`src/rtl/cpu_pkg.sv`:
```
// Shared CPU definitions: instruction width, issue sequencer states and
// MIPS opcode/funct encodings used by the sequencer and its benches.
package cpu_pkg;

    localparam int INSTR_W = 32;

    typedef enum logic [2:0] {
        IDLE  = 3'd0,
        SETUP = 3'd1,
        PULSE = 3'd2,
        WAIT  = 3'd3,
        DONE  = 3'd4
    } issue_state_t;

    localparam logic [5:0] OP_RTYPE = 6'b000000;
    localparam logic [5:0] OP_LW    = 6'b100011;
    localparam logic [5:0] OP_SW    = 6'b101011;

    localparam logic [5:0] FN_ADD   = 6'b100000;
    localparam logic [5:0] FN_SUB   = 6'b100010;
    localparam logic [5:0] FN_AND   = 6'b100100;
    localparam logic [5:0] FN_OR    = 6'b100101;

endpackage

```
`src/rtl/instr_fifo.sv`:
```
// Single-clock instruction FIFO with show-ahead head output; full/empty are
// decoded from the occupancy count, pointers wrap modulo DEPTH.
module instr_fifo #(
    parameter int DEPTH = 8,
    parameter int W     = 32
) (
    input  logic                         i_clk,
    input  logic                         i_rst,
    input  logic                         i_push,
    input  logic [W-1:0]                 i_push_data,
    input  logic                         i_pop,
    output logic [W-1:0]                 o_head,
    output logic                         o_full,
    output logic                         o_empty,
    output logic [$clog2(DEPTH+1)-1:0]   o_count
);

    localparam int AW = $clog2(DEPTH);
    localparam int CW = $clog2(DEPTH+1);

    logic [W-1:0]  r_mem [DEPTH];
    logic [AW-1:0] r_wr_ptr;
    logic [AW-1:0] r_rd_ptr;
    logic [CW-1:0] r_count;
    logic          w_push_ok;
    logic          w_pop_ok;

    assign o_full    = (r_count == CW'(DEPTH));
    assign o_empty   = (r_count == '0);
    assign o_count   = r_count;
    assign o_head    = r_mem[r_rd_ptr];
    assign w_push_ok = i_push && !o_full;
    assign w_pop_ok  = i_pop && !o_empty;

    // Storage is left uninitialised; only pointers and count are reset.
    always_ff @(posedge i_clk) begin
        if (w_push_ok) begin
            r_mem[r_wr_ptr] <= i_push_data;
        end
    end

    always_ff @(posedge i_clk) begin
        if (i_rst) begin
            r_wr_ptr <= '0;
            r_rd_ptr <= '0;
            r_count  <= '0;
        end else begin
            if (w_push_ok) begin
                r_wr_ptr <= r_wr_ptr + AW'(1);
            end
            if (w_pop_ok) begin
                r_rd_ptr <= r_rd_ptr + AW'(1);
            end
            case ({w_push_ok, w_pop_ok})
                2'b10:   r_count <= r_count + CW'(1);
                2'b01:   r_count <= r_count - CW'(1);
                default: r_count <= r_count;
            endcase
        end
    end

endmodule

```
`src/rtl/instr_issue_seq.sv`:
```
// Feeds queued instruction words to the multi-cycle CPU one at a time,
// holding a fixed settle gap between newInstr strobes.
module instr_issue_seq
    import cpu_pkg::*;
#(
    parameter int DEPTH = 8,
    parameter int GAP   = 8
) (
    input  logic                         Clk,
    input  logic                         Reset,
    input  logic                         push_valid,
    input  logic [INSTR_W-1:0]           push_instr,
    output logic                         push_ready,
    input  logic                         start,
    output logic [INSTR_W-1:0]           instrWord,
    output logic                         newInstr,
    output logic                         busy,
    output logic                         done,
    output logic [$clog2(DEPTH+1)-1:0]   count
);

    localparam logic [7:0] GAP_LOAD = 8'(GAP - 1);

    issue_state_t       r_state;
    issue_state_t       w_state_nxt;
    logic [7:0]         r_gap_cnt;
    logic [7:0]         w_gap_nxt;
    logic [INSTR_W-1:0] r_word;
    logic [INSTR_W-1:0] w_word_nxt;
    logic               r_new;
    logic               w_new_nxt;
    logic               w_pop;
    logic [INSTR_W-1:0] w_head;
    logic               w_full;
    logic               w_empty;

    instr_fifo #(
        .DEPTH (DEPTH),
        .W     (INSTR_W)
    ) u_fifo (
        .i_clk       (Clk),
        .i_rst       (Reset),
        .i_push      (push_valid),
        .i_push_data (push_instr),
        .i_pop       (w_pop),
        .o_head      (w_head),
        .o_full      (w_full),
        .o_empty     (w_empty),
        .o_count     (count)
    );

    assign push_ready = !w_full;
    assign instrWord  = r_word;
    assign newInstr   = r_new;
    assign busy       = (r_state != IDLE);
    assign done       = (r_state == DONE);

    always_ff @(posedge Clk) begin
        if (Reset) begin
            r_state   <= IDLE;
            r_gap_cnt <= '0;
            r_word    <= '0;
            r_new     <= 1'b0;
        end else begin
            r_state   <= w_state_nxt;
            r_gap_cnt <= w_gap_nxt;
            r_word    <= w_word_nxt;
            r_new     <= w_new_nxt;
        end
    end

    // The word is loaded one state ahead of the strobe so it is stable for a
    // full cycle before newInstr rises; the pop happens with the strobe.
    always_comb begin
        w_state_nxt = r_state;
        w_gap_nxt   = r_gap_cnt;
        w_word_nxt  = r_word;
        w_new_nxt   = 1'b0;
        w_pop       = 1'b0;
        case (r_state)
            IDLE: begin
                if (start && !w_empty) begin
                    w_word_nxt  = w_head;
                    w_state_nxt = SETUP;
                end
            end
            SETUP: begin
                w_new_nxt   = 1'b1;
                w_pop       = 1'b1;
                w_state_nxt = PULSE;
            end
            PULSE: begin
                w_gap_nxt   = GAP_LOAD;
                w_state_nxt = WAIT;
            end
            WAIT: begin
                if (r_gap_cnt == '0) begin
                    if (!w_empty) begin
                        w_word_nxt  = w_head;
                        w_state_nxt = SETUP;
                    end else begin
                        w_state_nxt = DONE;
                    end
                end else begin
                    w_gap_nxt = r_gap_cnt - 8'd1;
                end
            end
            DONE: begin
                w_state_nxt = IDLE;
            end
            default: begin
                w_state_nxt = IDLE;
            end
        endcase
    end

endmodule

```
`config.mk`:
```
export PLATFORM = sky130hd
export DESIGN_NAME = instr_issue_seq
export DESIGN_NICKNAME = d
export VERILOG_FILES = /design/src/rtl/cpu_pkg.sv /design/src/rtl/instr_fifo.sv /design/src/rtl/instr_issue_seq.sv
export SDC_FILE = /design/constraint.sdc
export NUM_CORES = 1
export LEC_CHECK = 0
export CELL_PAD_IN_SITES_DETAIL_PLACEMENT = 1
export CELL_PAD_IN_SITES_GLOBAL_PLACEMENT = 1
export CORE_ASPECT_RATIO = 0.5
export CORE_UTILIZATION = 25
export CTS_CLUSTER_SIZE = 14
export DETAILED_ROUTE_END_ITERATION = 8
export PLACE_DENSITY_LB_ADDON = 0.1
export SLEW_MARGIN = 20
export SYNTH_ARGS = -nofsm -noshare
export SYNTH_HDL_FRONTEND = slang
export SYNTH_SLANG_ARGS = --single-unit
```
`constraint.sdc`:
```
create_clock -name Clk -period 6.1 [get_ports Clk]
set_input_delay 0.915 -clock Clk [delete_from_list [all_inputs] [get_ports Clk]]
set_output_delay 0.915 -clock Clk [all_outputs]
set_load 0.1 [all_outputs]
```
# Yosys cells after proc, flatten, opt, wreduce, memory -nomap -nowiden

Memories as Yosys holds them, arrays and structs flattened. A register that Yosys moved wholly into a read port is not among the register bits.
Index checks and enable logic that the tools add are counted.

Add/sub/neg operators: 5
Equal/unequal tests: 11
Muxes and demuxes: 16
Reduce and logical (&&, ||, !) cells: 15

Operators by type and width:

| kind                  | count |
|---|---|
| $mux W32              | 3 |
| $pmux W32 S2          | 1 |
| $pmux W8 S2           | 1 |
| $mux W3               | 5 |
| $pmux W3 S4           | 1 |
| $logic_not A8 Y1      | 1 |
| $mux W8               | 1 |
| $ne A2 B2 Y1 const B  | 4 |
| $pmux W4 S2           | 1 |
| $sub A8 B1 Y8 const B | 1 |
| $add A3 B1 Y3 const B | 2 |
| $eq A3 B2 Y1 const B  | 2 |
| $reduce_bool A2 Y1    | 3 |
| $add A4 B1 Y4 const B | 1 |
| $eq A4 B4 Y1 const B  | 1 |
| $logic_not A4 Y1      | 1 |
| $reduce_and A2 Y1     | 2 |
| $reduce_and A4 Y1     | 1 |
| $sub A4 B1 Y4 const B | 1 |
| $eq A3 B1 Y1 const B  | 1 |
| $eq A3 B3 Y1 const B  | 1 |
| $logic_and A1 B1 Y1   | 3 |
| $logic_not A3 Y1      | 1 |
| $mux W1               | 3 |
| other kinds (4)       | 5 |

Bits in registers: 54
Memory bits (writable): 256
Input bits: 36
Memories kept: 1

Memories:

| name         | depth | width | rd ports | clocked after Yosys merged registers in | wr ports | line             | source |
|---|---|---|---|---|---|---|---|
| u_fifo.r_mem | 8     | 32    | 1        | 1                                       | 1        | instr_fifo.sv:21 | `logic [W-1:0] r_mem [DEPTH];` |

# Depth between registers and ports, before layout

Gate-level depths: netlist (run 1).

Depth in word-level cells: 5
Mapped depth: 12

# Cells and area by module

A second synthesis (run 1) with hierarchy kept.

Cell total of the unflattened synthesis: 660
Area, all modules: 12693.4 um^2

By module, submodules not included:

| module          | times used | cells each | area an instance (um^2) |
|---|---|---|---|
| instr_fifo      | 1          | 444        | 10582.6 |
| instr_issue_seq | 1          | 216        | 2110.8 |

# Worst setup path after synthesis (run 1)

No wires, ideal clock.

Path kind: register to register
Start point: register u_fifo.r_count[1] (netlist: u_fifo.o_count[1])
End point: memory u_fifo.r_mem[0][0] (enable)
Library setup time: 0.503 ns
Arrival time: 5.749 ns
Data required time: 5.597 ns
Setup slack: -0.152 ns
Cell stages (with the launch flop): 6
Path buffers: 2
Period minus slack after synthesis: 6.252 ns
Cell sequence: dfxtp_1 -> buf_6 -> or4b_1 -> clkbuf_1 -> nand2_1 -> nor4_1

Longest elaborated chain between the ends: 5

RTL lines:

| item                          | line                  | source |
|---|---|---|
| start: declaration            | instr_fifo.sv:24      | `logic [CW-1:0] r_count;` |
| start signal: assignment      | instr_fifo.sv:55      | `2'b10: r_count <= r_count + CW'(1);` |
| start signal: assignment      | instr_fifo.sv:56      | `2'b01: r_count <= r_count - CW'(1);` |
| start signal: assignment      | instr_fifo.sv:57      | `default: r_count <= r_count;` |
| $eq A4 B4 Y1                  | instr_fifo.sv:28      | `assign o_full = (r_count == CW'(DEPTH));` |
| $logic_not A1 Y1              | -                     |  |
| net push_ready                | instr_issue_seq.sv:13 | `output logic push_ready,` |
| $logic_and A1 B1 Y1           | instr_fifo.sv:32      | `assign w_push_ok = i_push && !o_full;` |
| $mux W1                       | instr_fifo.sv:37      | `if (w_push_ok) begin` |
| $mux W1 (implied by the code) | instr_fifo.sv:38      | `r_mem[r_wr_ptr] <= i_push_data;` |
| end: declaration              | instr_fifo.sv:21      |  |

The timed path passes the listed nets, and every way through them passes these cells.

# Worst setup path after layout (run 1)

Start point: register u_fifo.r_count[1] (netlist: u_fifo.o_count[1])
End point: output push_ready

Longest elaborated chain between the ends: 2

RTL lines:

| item             | line                  | source |
|---|---|---|
| $eq A4 B4 Y1     | instr_fifo.sv:28      |  |
| $logic_not A1 Y1 | instr_issue_seq.sv:52 | `assign push_ready = !w_full;` |
| end: declaration | instr_issue_seq.sv:13 |  |

Every way passes these cells.

==> results of run 1 <==
-- worst max-delay path, cell delays in order, from the launching register on --
cell and delay [ns]:
dfxtp_1 0.40, or4b_1 0.64, clkdlybuf4s50_1 1.01
-- synth_stat cells, types with 2 or more instances --
cell | instances | area [um2]
nor3_1 | 6 | 30.0
clkbuf_1 | 22 | 82.6
a311oi_1 | 28 | 245
or4_1 | 2 | 15.0
nor2b_1 | 2 | 12.5
a21oi_1 | 13 | 65.1
buf_2 | 6 | 30.0
dfxtp_1 | 57 | 1140
nand2_1 | 9 | 33.8
o21a_1 | 2 | 15.0
nand2b_1 | 2 | 12.5
xnor2_1 | 2 | 17.5
buf_6 | 5 | 56.3
a21oi_2 | 28 | 245
nor3b_1 | 4 | 30.0
nand3_1 | 6 | 30.0
a311oi_2 | 5 | 75.1
edfxtp_1 | 256 | 7690
nor2_1 | 17 | 63.8
inv_1 | 37 | 139
xor2_1 | 8 | 70.1
mux4_2 | 64 | 1440
or3_1 | 3 | 18.8
a211oi_1 | 3 | 22.5
o21ai_0 | 2 | 10.0
nor4_1 | 2 | 12.5
ha_1 | 7 | 87.6
mux2_2 | 32 | 360
buf_12 | 3 | 60.1
buf_4 | 6 | 45.0
-- cells by family after synthesis --
| family | Yosys count | share of synthesized area, % |
|---|---|---|
| and+or+nand+nor | 68 | 3.45 |
| xor gates and xnor gates | 10 | 0.706 |
| DFF | 313 | 71.2 |
| AOI/OAI and AO/OA | 88 | 5.91 |
| muxes | 98 | 14.7 |
| buffers and inverters | 80 | 3.36 |
| adders and majority gates | 7 | 0.706 |
-- worst paths after layout --
| check | start | endpoint | cells after the start |
|---|---|---|---|
| worst max-delay path | u_fifo.o_count[1]$_SDFFE_PP0P_ | push_ready | 2 |
| worst min-delay path | instrWord[28]$_SDFFE_PP0P_ | instrWord[28]$_SDFFE_PP0P_ | 2 |
| worst max register to register | flop | instrWord[13]$_SDFFE_PP0P_ | 5 |
| worst min register to register | instrWord[28]$_SDFFE_PP0P_ | instrWord[28]$_SDFFE_PP0P_ | 2 |
-- flip-flops by register name, indices dropped and copies added (netlist names), named ones only --
| name | cells |
|---|---|
| instrWord | 32 |
| newInstr | 1 |
| r_gap_cnt | 8 |
| r_state | 3 |
| u_fifo.o_count | 4 |
| u_fifo.r_mem | 256 |
| u_fifo.r_rd_ptr | 3 |
| u_fifo.r_wr_ptr | 3 |
-- metal layers --
layer	part of all wire, %	track usage [%]	wire length, um
met2	48	19.5	14100
met3	3.6	2.37	1080
met1	47	16.7	13900
met5	0	0	0
met4	1.7	2.93	494
-- per-stage QoR --
stage | hold slack [ns] | cells | worst slack (ns) | area (um2)
after floorplan | 0.454 | 664 | 0.697 | 12400
after global placement | 0.452 | 1359 | 2.94 | 13900
after detailed placement | 0.461 | 1359 | 2.91 | 13900
after CTS | 0.474 | 1420 | 2.60 | 14900
after global routing | 0.487 | 1420 | 2.55 | 14900
final | 0.471 | 1420 | 2.63 | 14900
-- power breakdown --
part | switching, W | total [W] | internal (W)
Combinational | 0.00122 | 0.00170 | 0.000478
Clock | 0.000844 | 0.00204 | 0.00120
Sequential | 0.000130 | 0.00262 | 0.00249
-- final cells by class --
class	count	area, um2
clock inverters	17	169
inverters	37	139
repair buffers	89	851
fillers	4956	33800
clock buffers	44	920
well taps	649	812
flip-flops and latches	313	8830
multi-input cells	271	3220
==> results.sh, run 1 <==
export IMPL_cts_hold_buf=0
export IMPL_yosysSeqAreaShare_pct=71.2
export IMPL_num_rows=57
export IMPL_post_cts_buffers=0
export IMPL_relSlewSlack_pct=31.2
export IMPL_crit_path_max_fanout=9
export IMPL_crit_type="reg2out"
export IMPL_leakage_nw=4.55
export IMPL_final_common_cell="edfxtp_1"
export IMPL_n_antenna_cell=0
export IMPL_track_usage_pct=12.1
export IMPL_path_clk_slew_ns=0.06
export IMPL_status="complete, no violations"
export IMPL_synth_warning_count=0
export IMPL_grt_max_degree=65
export IMPL_worstSetupEndpointType="output port"
export IMPL_ant_nets=0
export IMPL_first_pass_iters=4
export IMPL_drt_wl_total_um=29600
export IMPL_drt_iter0_markers=329
export IMPL_synth_area_um2=12400
export IMPL_syn_inst=664
export IMPL_die_w_um=317
export IMPL_nets=789
export IMPL_cts_sinks=313
export IMPL_place_congestion=0.676
export IMPL_wire_per_inst_um=20.8
export IMPL_synth_distinct_cells=55
export IMPL_drc_errors=0
export IMPL_finalSetupViolCount=0
export IMPL_layout_drive_gt1_share_pct=27.4
export IMPL_drv_cap=0
export IMPL_dieArea_um2=50600
export IMPL_pin_count=76
export IMPL_cts_buffers=34
export IMPL_ff2ff_setup_slack_ns=3.23
export IMPL_tns_ns=0
export IMPL_start_util_pct=25.5
export IMPL_synth_area_per_cell_um2=18.7
export IMPL_clock_skew_ns=0.0183
export IMPL_syn_nets=707
export IMPL_synth_edf_count=256
export IMPL_overflow=0
export IMPL_synth_flop_cell="edfxtp_1"
export IMPL_fin_crit_ns=3.47
export IMPL_first_global_vias=6923
export IMPL_fmax_mhz=288
export IMPL_power_w=0.00636
export IMPL_vdd_drop_max_v=0.000182
export IMPL_start_kind="flop"
export IMPL_min_path_type="reg2reg"
export IMPL_area_delta_synth_final_pct=20.5
export IMPL_core_area_um2=48700
export IMPL_htree_levels=2
export IMPL_antenna_found_initial=0
export IMPL_grt_pass1_wl_um=45200
export IMPL_ys_ff_latch=313
export IMPL_die_h_um=160
export IMPL_clock_path_buffers=3
export IMPL_synth_async_reset_ratio_pct=0
export IMPL_required_ns=5.18
export IMPL_hold_viol_final=0
export IMPL_worst_pin_slew_ns=1.03
export IMPL_worstPathArrival_ns=2.56
export IMPL_final_cell_mix="edfxtp_1 (256), clkdlybuf4s50_1 (74), mux4_2 (64), dfxtp_1 (54), inv_1 (37)"
export IMPL_utilization_pct=30.7
export IMPL_detail_route_vias_per_cell=4.44
export IMPL_io_buffers=75
export IMPL_dr_total_vias=6302
export IMPL_cts_resized=0
export IMPL_clk_latency_ns=0.52
export IMPL_cts_root_buf="clkbuf_16"
export IMPL_p_per_area_nw_per_um2=426
export IMPL_rsz0062_at_grt="no"
export IMPL_dpl_hpwl_um=15700
export IMPL_slew_violations=0
export IMPL_finalCritPeriodShare_pct=56.9
export IMPL_cts_tree="yes"
(Power assumes the default switching activity.)
==> run 2: changes to the inputs <==
==> constraint.sdc (replaced) <==
create_clock -name Clk -period 3.39 [get_ports Clk]
set_input_delay 0.5085 -clock Clk [delete_from_list [all_inputs] [get_ports Clk]]
set_output_delay 0.5085 -clock Clk [all_outputs]
set_load 0.1 [all_outputs]
==> results.sh, run 2 (synthesized netlist as in run 1, its figures left out) <==
export IMPL_fmax_mhz=386
export IMPL_overflow=0
export IMPL_start_kind="flop"
export IMPL_worstSetupEndpointType="output port"
export IMPL_cts_sinks=313
export IMPL_crit_buf_inv=1
export IMPL_place_congestion=0.694
export IMPL_layout_drive_gt1_share_pct=29.0
export IMPL_antenna_found_initial=0
export IMPL_dr_total_vias=6334
export IMPL_dpl_hpwl_um=16900
export IMPL_drt_iter0_markers=327
export IMPL_nets=795
export IMPL_ant_nets=0
export IMPL_n_antenna_cell=0
export IMPL_status="complete, no violations"
export IMPL_start_util_pct=25.5
export IMPL_first_pass_iters=4
export IMPL_final_common_cell="edfxtp_1"
export IMPL_drv_cap=0
export IMPL_finalSetupViolCount=0
export IMPL_pin_count=76
export IMPL_max_stage_delay_ns=1.16
export IMPL_dieArea_um2=50600
export IMPL_path_clk_slew_ns=0.06
export IMPL_worstPathArrival_ns=2.08
export IMPL_cts_buffers=34
export IMPL_crit_type="reg2out"
export IMPL_regArea_um2=8840
export IMPL_fin_crit_ns=2.59
export IMPL_drc_errors=0
export IMPL_slew_violations=0
export IMPL_io_buffers=75
export IMPL_relSlewSlack_pct=31.5
export IMPL_cts_resized=0
export IMPL_hold_depth=2
export IMPL_clock_path_buffers=3
export IMPL_die_w_um=317
export IMPL_grt_max_degree=36
export IMPL_core_area_um2=48700
export IMPL_num_rows=57
export IMPL_finalCritPeriodShare_pct=76.3
export IMPL_top_register="u_fifo.r_mem"
export IMPL_wire_per_inst_um=21.1
export IMPL_vdd_drop_max_v=0.000276
export IMPL_cts_root_buf="clkbuf_16"
export IMPL_fillers=4914
export IMPL_post_cts_buffers=0
export IMPL_leakage_nw=4.61
export IMPL_worstRegToRegCells=10
export IMPL_hold_viol_final=0
export IMPL_multi_input_area_um2=3240
export IMPL_largest_register_ffs=256
export IMPL_worst_pin_slew_ns=1.02
export IMPL_p_per_area_nw_per_um2=752
export IMPL_clk_latency_ns=0.52
export IMPL_power_w=0.0114
export IMPL_cpLargestDelayFamily="buffers and inverters"
export IMPL_track_usage_pct=12.2
export IMPL_grt_pass1_wl_um=45400
export IMPL_area_delta_synth_final_pct=22.0
export IMPL_cp_depth=1
export IMPL_path_cells="clkdlybuf4s50_1"
export IMPL_required_ns=2.88
export IMPL_crit_path_max_fanout=2
export IMPL_rsz0062_at_grt="no"
export IMPL_die_h_um=160
export IMPL_drt_wl_total_um=30000
export IMPL_htree_levels=2
export IMPL_cts_hold_buf=0
export IMPL_cts_tree="yes"
export IMPL_final_cell_mix="edfxtp_1 (256), clkdlybuf4s50_1 (71), mux4_2 (64), dfxtp_1 (50), inv_1 (37)"
export IMPL_clock_skew_ns=0.0246
export IMPL_slowest_stage="clkdlybuf4s50_1"
export IMPL_detail_route_vias_per_cell=4.44
export IMPL_first_global_vias=6890
export IMPL_min_path_type="reg2reg"
export IMPL_tns_ns=0
## run 2: cell count changes in the layout (fill, tap and decap cells not counted), moves of 3 or more
cell	before	now
dfxtp_2	2	6
clkdlybuf4s50_1	74	71
clkbuf_8	1	5
buf_12	0	12
nor3_2	5	1
nor3_4	0	4
dfxtp_1	54	50
buf_4	14	11
## run 2: metrics by stage
step / utilization, % / area, um2 / setup WS, ns / std cells / hold slack, ns
floorplan: - / 12500 / 0.0707 / 664 / 0.454
global placement: 28.9 / 14100 / 0.817 / 1365 / 0.460
detailed placement: 28.9 / 14100 / 0.801 / 1365 / 0.465
CTS: 31.1 / 15100 / 0.741 / 1426 / 0.478
global route: 31.1 / 15100 / 0.538 / 1426 / 0.493
finish: 31.1 / 15100 / 0.803 / 1426 / 0.471
## run 2: routing by layer
metal / vias to the layer above / track usage (%) / part of all wire (%)
li1: 2845 / - / -
met1: 3384 / 16.6 / 47
met2: 61 / 19.8 / 48
met3: 44 / 2.34 / 2.8
met4: 0 / 3.06 / 1.7
met5: - / 0 / 0
## run 2: power breakdown
part           leakage, nW  switching [W]  internal [W]  total [W]
clock network        0.525        0.00150       0.00209    0.00359
logic                 1.29        0.00217      0.000884    0.00306
registers             2.79       0.000247       0.00449    0.00474
## run 2: path summary, 6_finish.rpt
check / start / endpoint / slack (ns)
hold reg to reg: instrWord[14]$_SDFFE_PP0P_ / instrWord[14]$_SDFFE_PP0P_ / 0.47
setup reg to reg: u_fifo.o_count[0]$_SDFFE_PP0P_ / u_fifo.o_count[2]$_SDFFE_PP0P_ / 0.85
setup / recovery: instrWord[6]$_SDFFE_PP0P_ / instrWord[6] / 0.80
hold / removal: instrWord[14]$_SDFFE_PP0P_ / instrWord[14]$_SDFFE_PP0P_ / 0.47
## run 2: final cells by class
cell class | count | share of cell area, %
flip-flops and latches | 313 | 58.4
repair buffers | 95 | 6.86
inverters | 37 | 0.917
clock inverters | 12 | 0.587
well taps | 649 | 5.36
clock buffers | 49 | 6.46
multi-input cells | 271 | 21.4
